$ cat src/rtl/sobel_frame_scheduler.sv
// sobel_frame_scheduler: shares one sobel_stage between two AXI-Stream pixel sources, granting whole frames round-robin
// Ports:
//   clk, rst                 single rising-edge clock, asynchronous active-high reset
//   s0_* / s1_*              source pixel streams (tdata, tvalid, tready, tlast=end-of-line, tuser=start-of-frame)
//   m_*                      granted stream towards the sobel input
//   done_in                  end-of-frame handshake pulse from the sobel output side
//   grant_id, busy           owning source (valid while busy) and STREAM/DRAIN indicator
//   frame_done               one-cycle pulse after a normally completed frame
//   err_timeout, err_format  sticky error flags, cleared only by rst
module sobel_frame_scheduler #(
    parameter int IMG_WIDTH     = 128,
    parameter int IMG_HEIGHT    = 128,
    parameter int DRAIN_TIMEOUT = 4096
) (
    input  logic       clk,
    input  logic       rst,
    input  logic [7:0] s0_tdata,
    input  logic       s0_tvalid,
    output logic       s0_tready,
    input  logic       s0_tlast,
    input  logic       s0_tuser,
    input  logic [7:0] s1_tdata,
    input  logic       s1_tvalid,
    output logic       s1_tready,
    input  logic       s1_tlast,
    input  logic       s1_tuser,
    output logic [7:0] m_tdata,
    output logic       m_tvalid,
    input  logic       m_tready,
    output logic       m_tlast,
    output logic       m_tuser,
    input  logic       done_in,
    output logic       grant_id,
    output logic       busy,
    output logic       frame_done,
    output logic       err_timeout,
    output logic       err_format
);
    localparam int NPIX = IMG_WIDTH * IMG_HEIGHT;
    localparam int PW   = $clog2(NPIX);
    localparam int CW   = $clog2(IMG_WIDTH);
    localparam int TW   = $clog2(DRAIN_TIMEOUT);

    typedef enum logic [1:0] {IDLE, STREAM, DRAIN} state_t;

    state_t        state, state_nx;
    logic          rr_last;
    logic [PW-1:0] pix_cnt;
    logic [CW-1:0] col_cnt;
    logic [TW-1:0] timer;
    logic          req0, req1, pick, beat, last_beat, tmo, fmt_bad;

    assign req0      = s0_tvalid & s0_tuser;
    assign req1      = s1_tvalid & s1_tuser;
    // Contention goes to the source that did not win last time.
    assign pick      = (req0 & req1) ? !rr_last : req1;
    assign beat      = m_tvalid & m_tready;
    assign last_beat = beat && pix_cnt == PW'(NPIX - 1);
    assign tmo       = timer == TW'(DRAIN_TIMEOUT - 1);
    // Framing errors are flagged but the beat is still forwarded.
    assign fmt_bad   = beat && ((m_tuser != (pix_cnt == '0)) || (m_tlast != (col_cnt == CW'(IMG_WIDTH - 1))));
    assign busy      = state != IDLE;

    always_ff @(posedge clk or posedge rst) begin
        if (rst) state <= IDLE;
        else     state <= state_nx;
    end

    always_comb begin
        state_nx = state;
        case (state)
            IDLE:    state_nx = (req0 | req1) ? STREAM : IDLE;
            STREAM:  state_nx = last_beat ? DRAIN : STREAM;
            DRAIN:   state_nx = (done_in | tmo) ? IDLE : DRAIN;
            default: state_nx = IDLE;
        endcase
    end

    always_comb begin
        m_tdata   = '0;
        m_tvalid  = 1'b0;
        m_tlast   = 1'b0;
        m_tuser   = 1'b0;
        s0_tready = 1'b0;
        s1_tready = 1'b0;
        if (state == STREAM) begin
            m_tdata   = grant_id ? s1_tdata  : s0_tdata;
            m_tvalid  = grant_id ? s1_tvalid : s0_tvalid;
            m_tlast   = grant_id ? s1_tlast  : s0_tlast;
            m_tuser   = grant_id ? s1_tuser  : s0_tuser;
            s0_tready = !grant_id & m_tready;
            s1_tready = grant_id & m_tready;
        end else if (state == IDLE) begin
            // Drop mid-frame beats so a source resynchronises on its next SOF.
            s0_tready = s0_tvalid & !s0_tuser;
            s1_tready = s1_tvalid & !s1_tuser;
        end
    end

    always_ff @(posedge clk or posedge rst) begin
        if (rst) begin
            grant_id    <= 1'b0;
            rr_last     <= 1'b1;
            pix_cnt     <= '0;
            col_cnt     <= '0;
            timer       <= '0;
            frame_done  <= 1'b0;
            err_timeout <= 1'b0;
            err_format  <= 1'b0;
        end else begin
            frame_done <= state == DRAIN && done_in;
            if (state == IDLE && (req0 | req1)) begin
                grant_id <= pick;
                rr_last  <= pick;
                pix_cnt  <= '0;
                col_cnt  <= '0;
                timer    <= '0;
            end
            if (state == STREAM && beat) begin
                pix_cnt <= pix_cnt + 1'b1;
                col_cnt <= (col_cnt == CW'(IMG_WIDTH - 1)) ? '0 : col_cnt + 1'b1;
            end
            if (fmt_bad) err_format <= 1'b1;
            if (state == DRAIN) timer <= timer + 1'b1;
            if (state == DRAIN && tmo && !done_in) err_timeout <= 1'b1;
        end
    end
endmodule

$ cat config.mk
export PLATFORM = sky130hd
export DESIGN_NAME = sobel_frame_scheduler
export DESIGN_NICKNAME = d
export VERILOG_FILES = /design/src/rtl/sobel_frame_scheduler.sv
export SDC_FILE = /design/constraint.sdc
export NUM_CORES = 1
export LEC_CHECK = 0
export CAP_MARGIN = 15
export CORE_MARGIN = 2
export CORE_UTILIZATION = 41
export CTS_CLUSTER_DIAMETER = 120
export CTS_CLUSTER_SIZE = 20
export DETAILED_ROUTE_END_ITERATION = 12
export PLACE_DENSITY_LB_ADDON = 0.1
export SYNTH_ARGS = -nofsm -noshare
export SYNTH_HDL_FRONTEND = slang
export SYNTH_SLANG_ARGS = --single-unit
$ cat constraint.sdc
create_clock -name clk -period 2 [get_ports clk]
set_input_delay 0.3 -clock clk [delete_from_list [all_inputs] [get_ports clk]]
set_output_delay 0.3 -clock clk [all_outputs]
set_load 0.005 [all_outputs]
# After elaboration in Yosys (flattened, before gate mapping)
# Cells that the tools add are included.
# op_classes
addsub,3
mux,24
n_reduce_logical,18
bitwise_logic,10
eq_ne,7
# op_table
operator,count
$mux 14,2
$mux 12,2
$mux 7,3
$mux 8,2
$add 14x1->14 const B,1
$eq 14x14->1 const B,1
$logic_not 14->1,1
$add 12x1->12 const B,1
$eq 12x12->1 const B,1
$mux 1,12
$and 1x1->1,8
$add 7x1->7 const B,1
$eq 7x7->1 const B,1
$logic_and 1x1->1,7
$pmux 2 s3,1
$reduce_bool 2->1,3
$logic_not 1->1,5
$mux 2,2
$eq 2x1->1 const B,1
$eq 2x2->1 const B,1
$logic_not 2->1,1
$ne 1x1->1,2
$or 1x1->1,2
$logic_or 1x1->1,1
# word_totals
word_cells,71
ff_bits,40
out_inout_bits,18
input_bits,26

# Longest topological paths before layout
# Gate-level depths: netlist of the first run.
# logic_depth
ltp_word,6
ltp_mapped,6

# Least setup slack after synthesis of the first run
# Ideal clock, no wire load.
# synth_timing
path_kind,register -> register
startpoint,register grant_id
endpoint,register pix_cnt[7]
arrival_time_ns,1.371
setup_ns,0.128
synth_period_minus_slack_ns,1.499
path_slack_ns,0.501
t_required_ns,1.872
path_stages_with_launch,7
path_cell_list,dfrtp_1 > buf_6 > mux2_4 > and3_4 > buf_6 > and3_4 > mux2i_1
# synth_between
elab_chain_cells,5
elab_cells_between_ends,6
classes_between,3 x mux; 1 x bitwise; 2 x reduce/logical
# synth_rtl
item,line,text
"start, declared",33,"output logic grant_id,"
"start signal, assigned",113,grant_id <= pick;
$mux 1 (*),88,m_tvalid = grant_id ? s1_tvalid : s0_tvalid;
$mux 1 (*),86,if (state == STREAM) begin
$and 1x1->1 (*),57,assign beat = m_tvalid & m_tready;
$logic_and 1x1->1 (*),119,if (state == STREAM && beat) begin
$mux 14 or $reduce_bool 2->1 (tied branches),n/a,
"end signal, assigned",120,pix_cnt <= pix_cnt + 1'b1;
"end, declared",48,logic [PW-1:0] pix_cnt;
# Mark *: on every way between the ends. The rest lies on a longest branch, timed or not.
# A chain may end at the register's enable or synchronous reset.

# Worst setup path after layout of the first run
# layout_timing
startpoint,register grant_id
endpoint,output port m_tvalid
# layout_between
elab_chain_cells,2
# layout_rtl
item,line,text
$mux 1,88,
$mux 1,86,
"end, declared",28,"output logic m_tvalid,"
# No other way between the ends.

==> flow_summary.ini, run 1 <==
[timing]
drv_slew = 0
tightest_slew_ns = 0.426
skew_ns = 0.0130
min_period_ns = 1.95
fin_crit_sh = 0.976
relSlewSlack = 0.716
timing.final.hold_violations = 0
fmax_ghz = 0.513
finalSetupViolCount = 0
grt_setup_unrepaired = true

[global_routing]
grt_util_all_layers = 0.185
overflow = 0
grt_pass1_vias = 1974
grt_max_degree = 41
grt_pass1_wl_mm = 9.20
antenna_found_initial = 0

[clock_tree]
cts_buffer_depth = 2
cts_tree = yes
postCtsHoldBufs = 0
cts_root_buffer = clkbuf_8
cts_sinks = 40
cts.clk_slew.worst_paths_ns = 0.09
numCtsBuffers = 5
h-tree-depth = 2
clk_latency_ns = 0.29

[synthesis]
ys_top_cells_by_count = dfrtp_1 (39), nand2_1 (25), o21ai_0 (22)
synth_area_leaders = dfrtp_1 (42%), mux2i_1 (6.9%), o21ai_0 (4.8%), nand2_1 (4.1%), nor2_1 (3.2%)
avgSynthCellArea_sq_um = 9.36
synth_ff_type = dfrtp_1
synthArstFlopShare = 1.00
synthMostInstantiatedCell = dfrtp_1
synth_top_area_cell = dfrtp_1
syn_inst = 247
synth_warnings = 0
synth_seq_cells = 40
synth_top_area_share = 0.422
synth-edff-count = 0
yosysSeqAreaShare = 0.433
synth_cell_types = 46
synth.cell_area_sq_um = 2310
syn_nets = 277

[worst_setup_path]
critPathMaxFanout = 8
crit_type = reg -> out
start_kind = register
cp.arrival_ns = 1.65
cp_data_required_time_ns = 1.70
end_kind = output port

[place]
gp_congestion = 0.737
dp_cells = 368
hpwl_mm = 4.00
port_buffers = 43

[power]
p_leak_nw = 1.41
peakVddDrop_mv = 0.547
p_per_area_nw_per_um2 = 652
power_mw = 2.04

[final_layout]
layout.nets = 338
area_growth_pct = 35.4
fillCellCount = 498
multiInputGateArea_sq_um = 1220
regArea_sq_um = 1000
final-instance-count-excl-fill = 381
drive_gt1_frac = 0.142
antenna_cells = 0

[die]
coreArea_sq_um = 5470
die_y_um = 79.1
ios = 44
row_count = 27
start_util = 0.422
die_w_um = 79.1
fp.dieArea_sq_um = 6260

[routing]
drt_wl_total_mm = 5.51
drtAntennaViolNets = 0
wl_per_cell_um = 14.5
drc = 0
firstDrtPassIters = 4
first_iter_violations = 106
num_vias = 2082
vias_per_cell = 5.46

[run]
max_cap_viol_count = 0

[worst_hold_path]
min_path_type = in -> async

[run_status]
status = completed
-- power by group --
part	leakage, nW	switching (mW)	internal [mW]	total (mW)
Sequential	0.466	0.0845	0.883	0.967
Clock	0.0583	0.300	0.376	0.676
Combinational	0.890	0.173	0.225	0.398
-- sequential cells by signal, indices dropped and copies added, names as in the netlist --
| name | flops |
|---|---|
| grant_id | 1 |
| rr_last | 1 |
| err_format | 1 |
| err_timeout | 1 |
| pix_cnt | 14 |
| col_cnt | 7 |
| timer | 12 |
| state | 2 |
| frame_done | 1 |
-- stage by stage --
step | setup TNS (ns) | util | setup slack, ns | cell area, sq um | hold WS [ns]
floorplan | 0 | - | 0.501 | 2310 | 0.397
global placement | -0.235 | 0.537 | -0.168 | 2940 | 0.461
detailed placement | -0.260 | 0.537 | -0.173 | 2940 | 0.469
CTS | 0 | 0.563 | 0.0131 | 3080 | 0.368
global route | -0.0108 | 0.572 | -0.00690 | 3130 | 0.382
finish | 0 | 0.572 | 0.0490 | 3130 | 0.363
-- cell usage in the layout, fill, tap and decap left out, types with 7 or more instances in the layout --
cell,Yosys,layout
dfrtp_1,39,38
clkdlybuf4s50_1,0,32
nand2_1,25,25
o21ai_0,22,22
nor2_1,20,20
buf_4,0,17
mux2i_1,16,16
nand3_1,13,13
nand4_1,10,10
a31oi_1,9,9
inv_1,8,8
and3_1,7,7
dlymetal6s2s_1,0,7
-- per-layer routing --
metal / vias up / GRT usage / share of wire
li1: 1037 / - / -
met5: - / 0 / 0
met1: 1012 / 0.237 / 0.47
met2: 27 / 0.314 / 0.50
met4: 0 / 0.0534 / 0.010
met3: 6 / 0.0409 / 0.027
-- path summary, 6_finish.rpt --
check	startpoint	endpoint	slack, ns	depth (start not counted)
max	grant_id$_DFFE_PP0P_	m_tvalid	0.05	4
min	rst	timer[6]$_DFFE_PP0P_	0.36	3
max reg2reg	grant_id$_DFFE_PP0P_	state[0]$_DFF_PP0_	0.14	7
min reg2reg	col_cnt[4]$_DFFE_PP0P_	col_cnt[4]$_DFFE_PP0P_	0.48	1
max in group asynchronous	rst	rr_last$_DFFE_PP1P_	1.38	3
min in group clk	col_cnt[4]$_DFFE_PP0P_	col_cnt[4]$_DFFE_PP0P_	0.48	1
-- area by class of cell --
| cell class | instances | share of cell area |
|---|---|---|
| clock buffer | 5 | 0.0220 |
| clock inverter | 3 | 0.0152 |
| inverter | 8 | 0.00959 |
| sequential | 40 | 0.321 |
| timing repair buffer | 66 | 0.213 |
| tap | 72 | 0.0288 |
| multi-input combinational | 187 | 0.390 |
-- worst max-delay path, cell delays in order (launching register included) --
cell           delay, ns
dfrtp_2             0.49
buf_6               0.15
mux2_4              0.30
and2_1              0.16
dlygate4sd2_1       0.25
-- kinds of logic after synthesis --
| group | synth area share |
|---|---|
| AOI/OAI and AO/OA | 0.167 |
| xor gates and xnor gates | 0.0189 |
| adders and majority gates | 0.0216 |
| buffers and inverters | 0.0417 |
| DFF | 0.433 |
| muxes | 0.0758 |
| and+or+nand+nor | 0.241 |
-- what timing repair did --
| action | CTS | global route |
|---|---|---|
| buffers inserted | 2 | 3 |
| resized for setup | 10 | 9 |
| pin swaps | 0 | 1 |
| endpoints found under the setup margin | 13 | 8 |
(Power assumes the default switching activity.)
==> inputs of run 2 (changes only) <==
--- a/config.mk
+++ b/config.mk
@@ -5,9 +5,10 @@
 export SDC_FILE = /design/constraint.sdc
 export NUM_CORES = 1
 export LEC_CHECK = 0
+export ABC_AREA = 1
 export CAP_MARGIN = 15
 export CORE_MARGIN = 2
-export CORE_UTILIZATION = 41
+export CORE_UTILIZATION = 50
 export CTS_CLUSTER_DIAMETER = 120
 export CTS_CLUSTER_SIZE = 20
 export DETAILED_ROUTE_END_ITERATION = 12
==> constraint.sdc (replaced) <==
create_clock -name clk -period 2 [get_ports clk]
set_input_delay 0.6 -clock clk [delete_from_list [all_inputs] [get_ports clk]]
set_output_delay 0.6 -clock clk [all_outputs]
set_load 0.005 [all_outputs]
==> run 2 against run 1 <==
  * Design area increased by 1.6%
  * Final cell count increased by 22%
  * Synthesized area increased by 3.0%
  * Combinational power increased to 3.4 times the previous value
  * Worst hold slack improved by 0.11 ns
  * Critical path depth increased by 3
  * Clock skew decreased by 0.0065 ns
==> flow_summary.ini, run 2 <==
[run_status]
status = completed

[place]
dpl_cell_area_sq_um = 3010
preCtsSetupSlack_ns = -0.479
dp_cells = 447
hpwl_mm = 4.20
port_buffers = 43
gp_congestion = 0.932

[global_routing]
grt_max_degree = 41
grt_pass1_wl_mm = 9.52
antenna_found_initial = 0
grt_pass1_vias = 2179
overflow = 0
grt_util_all_layers = 0.228

[timing]
timing.final.hold_violations = 0
drv_slew = 0
relSlewSlack = 0.724
finalSetupViolCount = 0
tns_ns = 0
tightest_slew_ns = 0.410
fin_crit_sh = 0.990
whs_ns = 0.478
fmax_ghz = 0.505
layout_setup_ws_ns = 0.0204
min_period_ns = 1.98
skew_ns = 0.00646
grt_setup_unrepaired = true

[synthesis]
synth_ff_type = dfrtp_1
synth_cell_types = 30
synthMostInstantiatedCell = nand2_1
synth_warnings = 0
synth_seq_cells = 40
synth_top_area_share = 0.410
yosysSeqAreaShare = 0.421
avgSynthCellArea_sq_um = 7.03
synth.cell_area_sq_um = 2380
synth_top_area_cell = dfrtp_1
syn_inst = 339
syn_nets = 369
synth_area_leaders = dfrtp_1 (41%), nand2_1 (16%), inv_1 (6.6%), nand3_1 (6.1%), nor2_1 (5.2%)
synth-edff-count = 0
synthArstFlopShare = 1.00
ys_top_cells_by_count = nand2_1 (103), inv_1 (42), dfrtp_1 (39)

[final_layout]
final_area_sq_um = 3180
largest_reg_flops = 14
top_regs = pix_cnt x14, timer x12, col_cnt x7
area_growth_pct = 33.5
layout.nets = 440
regMostFlops = pix_cnt
multiInputGateArea_sq_um = 1200
layout_commonest_cell = nand2_1
drive_gt1_frac = 0.175
final_util = 0.682
fillCellCount = 409
final_cell_mix = nand2_1 (99), inv_1 (40), dfrtp_1 (39)
regArea_sq_um = 1000
final-instance-count-excl-fill = 465
antenna_cells = 0

[clock_tree]
numCtsBuffers = 5
postCtsHoldBufs = 0
cts.clk_slew.worst_paths_ns = 0.08
cts_root_buffer = clkbuf_8
cts_tree = yes
clk_latency_ns = 0.30
cts_sinks = 40
h-tree-depth = 2
cts_buffer_depth = 2

[worst_setup_path]
cp.arrival_ns = 1.38
crit_type = reg -> out
end_kind = output port
start_kind = register
critPathMaxFanout = 3
cp_data_required_time_ns = 1.40

[die]
start_util = 0.511
ios = 44
row_count = 25
fp.dieArea_sq_um = 5330
die_w_um = 73.0
die_y_um = 73.0
coreArea_sq_um = 4660

[routing]
first_iter_violations = 95
drt_wl_total_mm = 5.76
vias_per_cell = 5.19
drc = 0
firstDrtPassIters = 4
drtAntennaViolNets = 0
num_vias = 2414
wl_per_cell_um = 12.4

[power]
peakVddDrop_mv = 0.547
p_leak_nw = 1.63
power_mw = 3.03
p_per_area_nw_per_um2 = 953

[run]
max_cap_viol_count = 0

[worst_hold_path]
min_path_type = reg -> reg
-- run 2: changes by cell type after synthesis, sizes merged, moves of 7 or more --
cell   delta
and3      -9
inv      +37
nand4     -7
nand3    +16
nor3     +11
mux2i    -16
nor2     +15
nand2    +78
a31oi     -8
a21oi    +13
-- run 2: timing repair --
item,in CTS,in global routing
gates cloned,0,0
buffers inserted,6,5
pin swaps,3,11
endpoints found under the setup margin,14,13
resized for setup,60,21
-- run 2: area by class of cell --
cell class	count	area share
repair buffers	71	0.200
multi-input cells	247	0.378
inverters	45	0.0547
clock inverters	2	0.00472
well taps	54	0.0212
clock buffers	6	0.0260
flip-flops and latches	40	0.315
-- run 2: logic make-up (layout without fill, tap and decap cells) --
group / after synthesis / count (layout) / share of synthesized area
flops: 40 / 40 / 0.421
compound gates: 50 / 50 / 0.111
xor+xnor: 6 / 6 / 0.0221
fa+ha+maj: 4 / 4 / 0.0210
simple gates: 187 / 187 / 0.336
buf+inv: 52 / 124 / 0.0898
-- run 2: final timing paths --
path	from	to	slack (ns)	cells after the start
setup / recovery	state[1]$_DFF_PP0_	m_tvalid	0.02	7
hold / removal	err_format$_DFFE_PP0P_	err_format$_DFFE_PP0P_	0.48	2
setup reg to reg	grant_id$_DFFE_PP0P_	err_format$_DFFE_PP0P_	0.10	15
hold reg to reg	err_format$_DFFE_PP0P_	err_format$_DFFE_PP0P_	0.48	2
max in group asynchronous	rst	rr_last$_DFFE_PP1P_	1.09	3
min in group asynchronous	rst	pix_cnt[12]$_DFFE_PP0P_	0.66	3
-- run 2: routing by layer --
layer | vias up | GRT usage | wire length (um)
met4 | 0 | 0.119 | 125
met5 | - | 0 | 0
met3 | 11 | 0.0331 | 138
li1 | 1229 | - | -
met1 | 1125 | 0.290 | 2550
met2 | 49 | 0.372 | 2950
-- run 2: power breakdown --
group	total, mW	switching (mW)	internal (mW)
combinational	1.34	0.699	0.639
clock	0.570	0.291	0.279
sequential	1.12	0.154	0.968
-- run 2: critical path, cell delays in order, from the launching register on --
cell and delay, ns:
dfrtp_1 0.40, inv_1 0.07, nand2_2 0.09, inv_2 0.06, buf_4 0.13, nand2_1 0.06, inv_1 0.03, dlygate4sd2_1 0.25
==> inputs of run 3 (changes only) <==
--- a/config.mk
+++ b/config.mk
@@ -12,7 +12,7 @@
 export CTS_CLUSTER_DIAMETER = 120
 export CTS_CLUSTER_SIZE = 20
 export DETAILED_ROUTE_END_ITERATION = 12
-export PLACE_DENSITY_LB_ADDON = 0.1
+export PLACE_DENSITY = 0.74
 export SYNTH_ARGS = -nofsm -noshare
 export SYNTH_HDL_FRONTEND = slang
 export SYNTH_SLANG_ARGS = --single-unit
==> run 3 against run 2 <==
  * Worst hold slack better by 0.0010 ns
  * First-iteration DRC count up 52%
  * Die area unchanged
  * Sequential share of layout area up 0.70 points
  * Non-clock buffer count down 1
  * Setup slack better by 0.018 ns
  * Critical path type is now in -> out
  * Largest cell class unchanged
==> flow_summary.ini, run 3 (synthesis results as in run 2) <==
[final_layout]
antenna_cells = 0
regMostFlops = pix_cnt
area_growth_pct = 30.8
top_regs = pix_cnt x14, timer x12, col_cnt x7
drive_gt1_frac = 0.164
layout_commonest_cell = nand2_1
largest_reg_flops = 14
fillCellCount = 408
final_cell_mix = nand2_1 (99), inv_1 (40), dfrtp_1 (38)
layout.nets = 439
final_area_sq_um = 3120
final_util = 0.668

[timing]
tightest_slew_ns = 0.396
finalSetupViolCount = 0
fmax_ghz = 0.510
timing.final.hold_violations = 0
relSlewSlack = 0.734
skew_ns = 0.00418
layout_setup_ws_ns = 0.0387
drv_slew = 0
fin_crit_sh = 0.981
min_period_ns = 1.96
grt_setup_unrepaired = false
whs_ns = 0.479

[global_routing]
grt_pass1_wl_mm = 9.66
grt_busiest_layer = met2
grtUsageMet2 = 0.389
grt_use_met3 = 0.0442
overflow = 0
grtUsageMet1 = 0.290
antenna_found_initial = 0
grt_pass1_vias = 2250
grt_max_degree = 41
grt_util_all_layers = 0.229

[place]
dpl_cell_area_sq_um = 3050
port_buffers = 43
preCtsSetupSlack_ns = -0.473
hpwl_mm = 4.41
gp_congestion = 0.881

[worst_hold_path]
min_path_type = reg -> reg

[clock_tree]
numCtsBuffers = 5
cts_sinks = 40
clk_latency_ns = 0.28
cts.clk_slew.worst_paths_ns = 0.07
cts_root_buffer = clkbuf_8
cts_tree = yes
h-tree-depth = 2
cts_buffer_depth = 2

[routing]
wl_per_cell_um = 12.5
drtAntennaViolNets = 0
vias_per_cell = 5.14
firstDrtPassIters = 4
first_iter_violations = 144
drc = 0
drt_wl_total_mm = 5.78
num_vias = 2382

[die]
die_w_um = 73.0
ios = 44
row_count = 25
fp.dieArea_sq_um = 5330
start_util = 0.511
die_y_um = 73.0
coreArea_sq_um = 4660

[run_status]
status = completed

[power]
p_leak_nw = 1.56
peakVddDrop_mv = 0.460
power_mw = 2.90
p_per_area_nw_per_um2 = 929

[worst_setup_path]
start_kind = input pin
crit_type = in -> out
cp_data_required_time_ns = 1.40
end_kind = output port
critPathMaxFanout = 1
cp.arrival_ns = 1.36

[run]
max_cap_viol_count = 0
-- run 3: changes by cell type in the layout (fill, tap and decap cells not counted), sizes merged --
cell | previous run | this run
clkinvlp | 2 | 0
clkinv | 0 | 1
clkdlybuf4s50 | 16 | 20
dlymetal6s2s | 9 | 4
buf | 40 | 39
clkbuf | 6 | 7
-- run 3: cell type report --
cell class | count | area (sq um) | share of cell area
inverters | 45 | 174 | 0.0558
repair buffers | 70 | 603 | 0.194
clock inverters | 1 | 5.00 | 0.00161
flip-flops and latches | 40 | 1000 | 0.322
multi-input cells | 247 | 1190 | 0.382
well taps | 54 | 67.6 | 0.0217
clock buffers | 6 | 72.6 | 0.0233
-- run 3: repair_timing --
action                                  CTS  global route
cloned                                    0             0
endpoints found under the setup margin   14            11
hold endpoints to repair                  0             0
hold buffers                              0             0
setup buffers                             2             0
gates resized for setup                  61            16
pin swaps                                 5            12
-- run 3: final timing paths --
kind,start,to,slack [ns],cells after the start
hold / removal,err_timeout$_DFFE_PP0P_,err_timeout$_DFFE_PP0P_,0.48,1
hold reg to reg,err_timeout$_DFFE_PP0P_,err_timeout$_DFFE_PP0P_,0.48,1
setup reg to reg,timer[0]$_DFFE_PP0P_,timer[8]$_DFFE_PP0P_,0.45,8
setup / recovery,s1_tdata[2],m_tdata[2],0.04,4
min in group asynchronous,rst,pix_cnt[1]$_DFFE_PP0P_,0.67,3
max in group asynchronous,rst,rr_last$_DFFE_PP1P_,1.08,3
-- run 3: critical path, cell delays in order --
cell	delay [ns]
clkdlybuf4s50_1	0.46
nand2_1	0.05
a21oi_1	0.12
buf_2	0.12
-- run 3: layer usage --
metal	wire, um	share of wire	vias up
li1	-	-	1222
met1	2610	0.45	1100
met2	2890	0.50	52
met3	223	0.039	8
met4	61	0.011	0
met5	0	0	-
-- run 3: power by group --
part / internal (mW) / switching, mW / leakage [nW] / total [mW]
clock network: 0.237 / 0.262 / 0.0410 / 0.499
registers: 0.971 / 0.154 / 0.530 / 1.12
logic: 0.597 / 0.675 / 0.990 / 1.27
total: 1.80 / 1.09 / 1.56 / 2.90
-- run 3: per-stage QoR --
step,TNS [ns],cells
2_1_floorplan,0,339
3_3_place_gp,-5.41,454
3_5_place_dp,-5.52,454
4_1_cts,0,463
5_1_grt,0,463
6_report,0,463
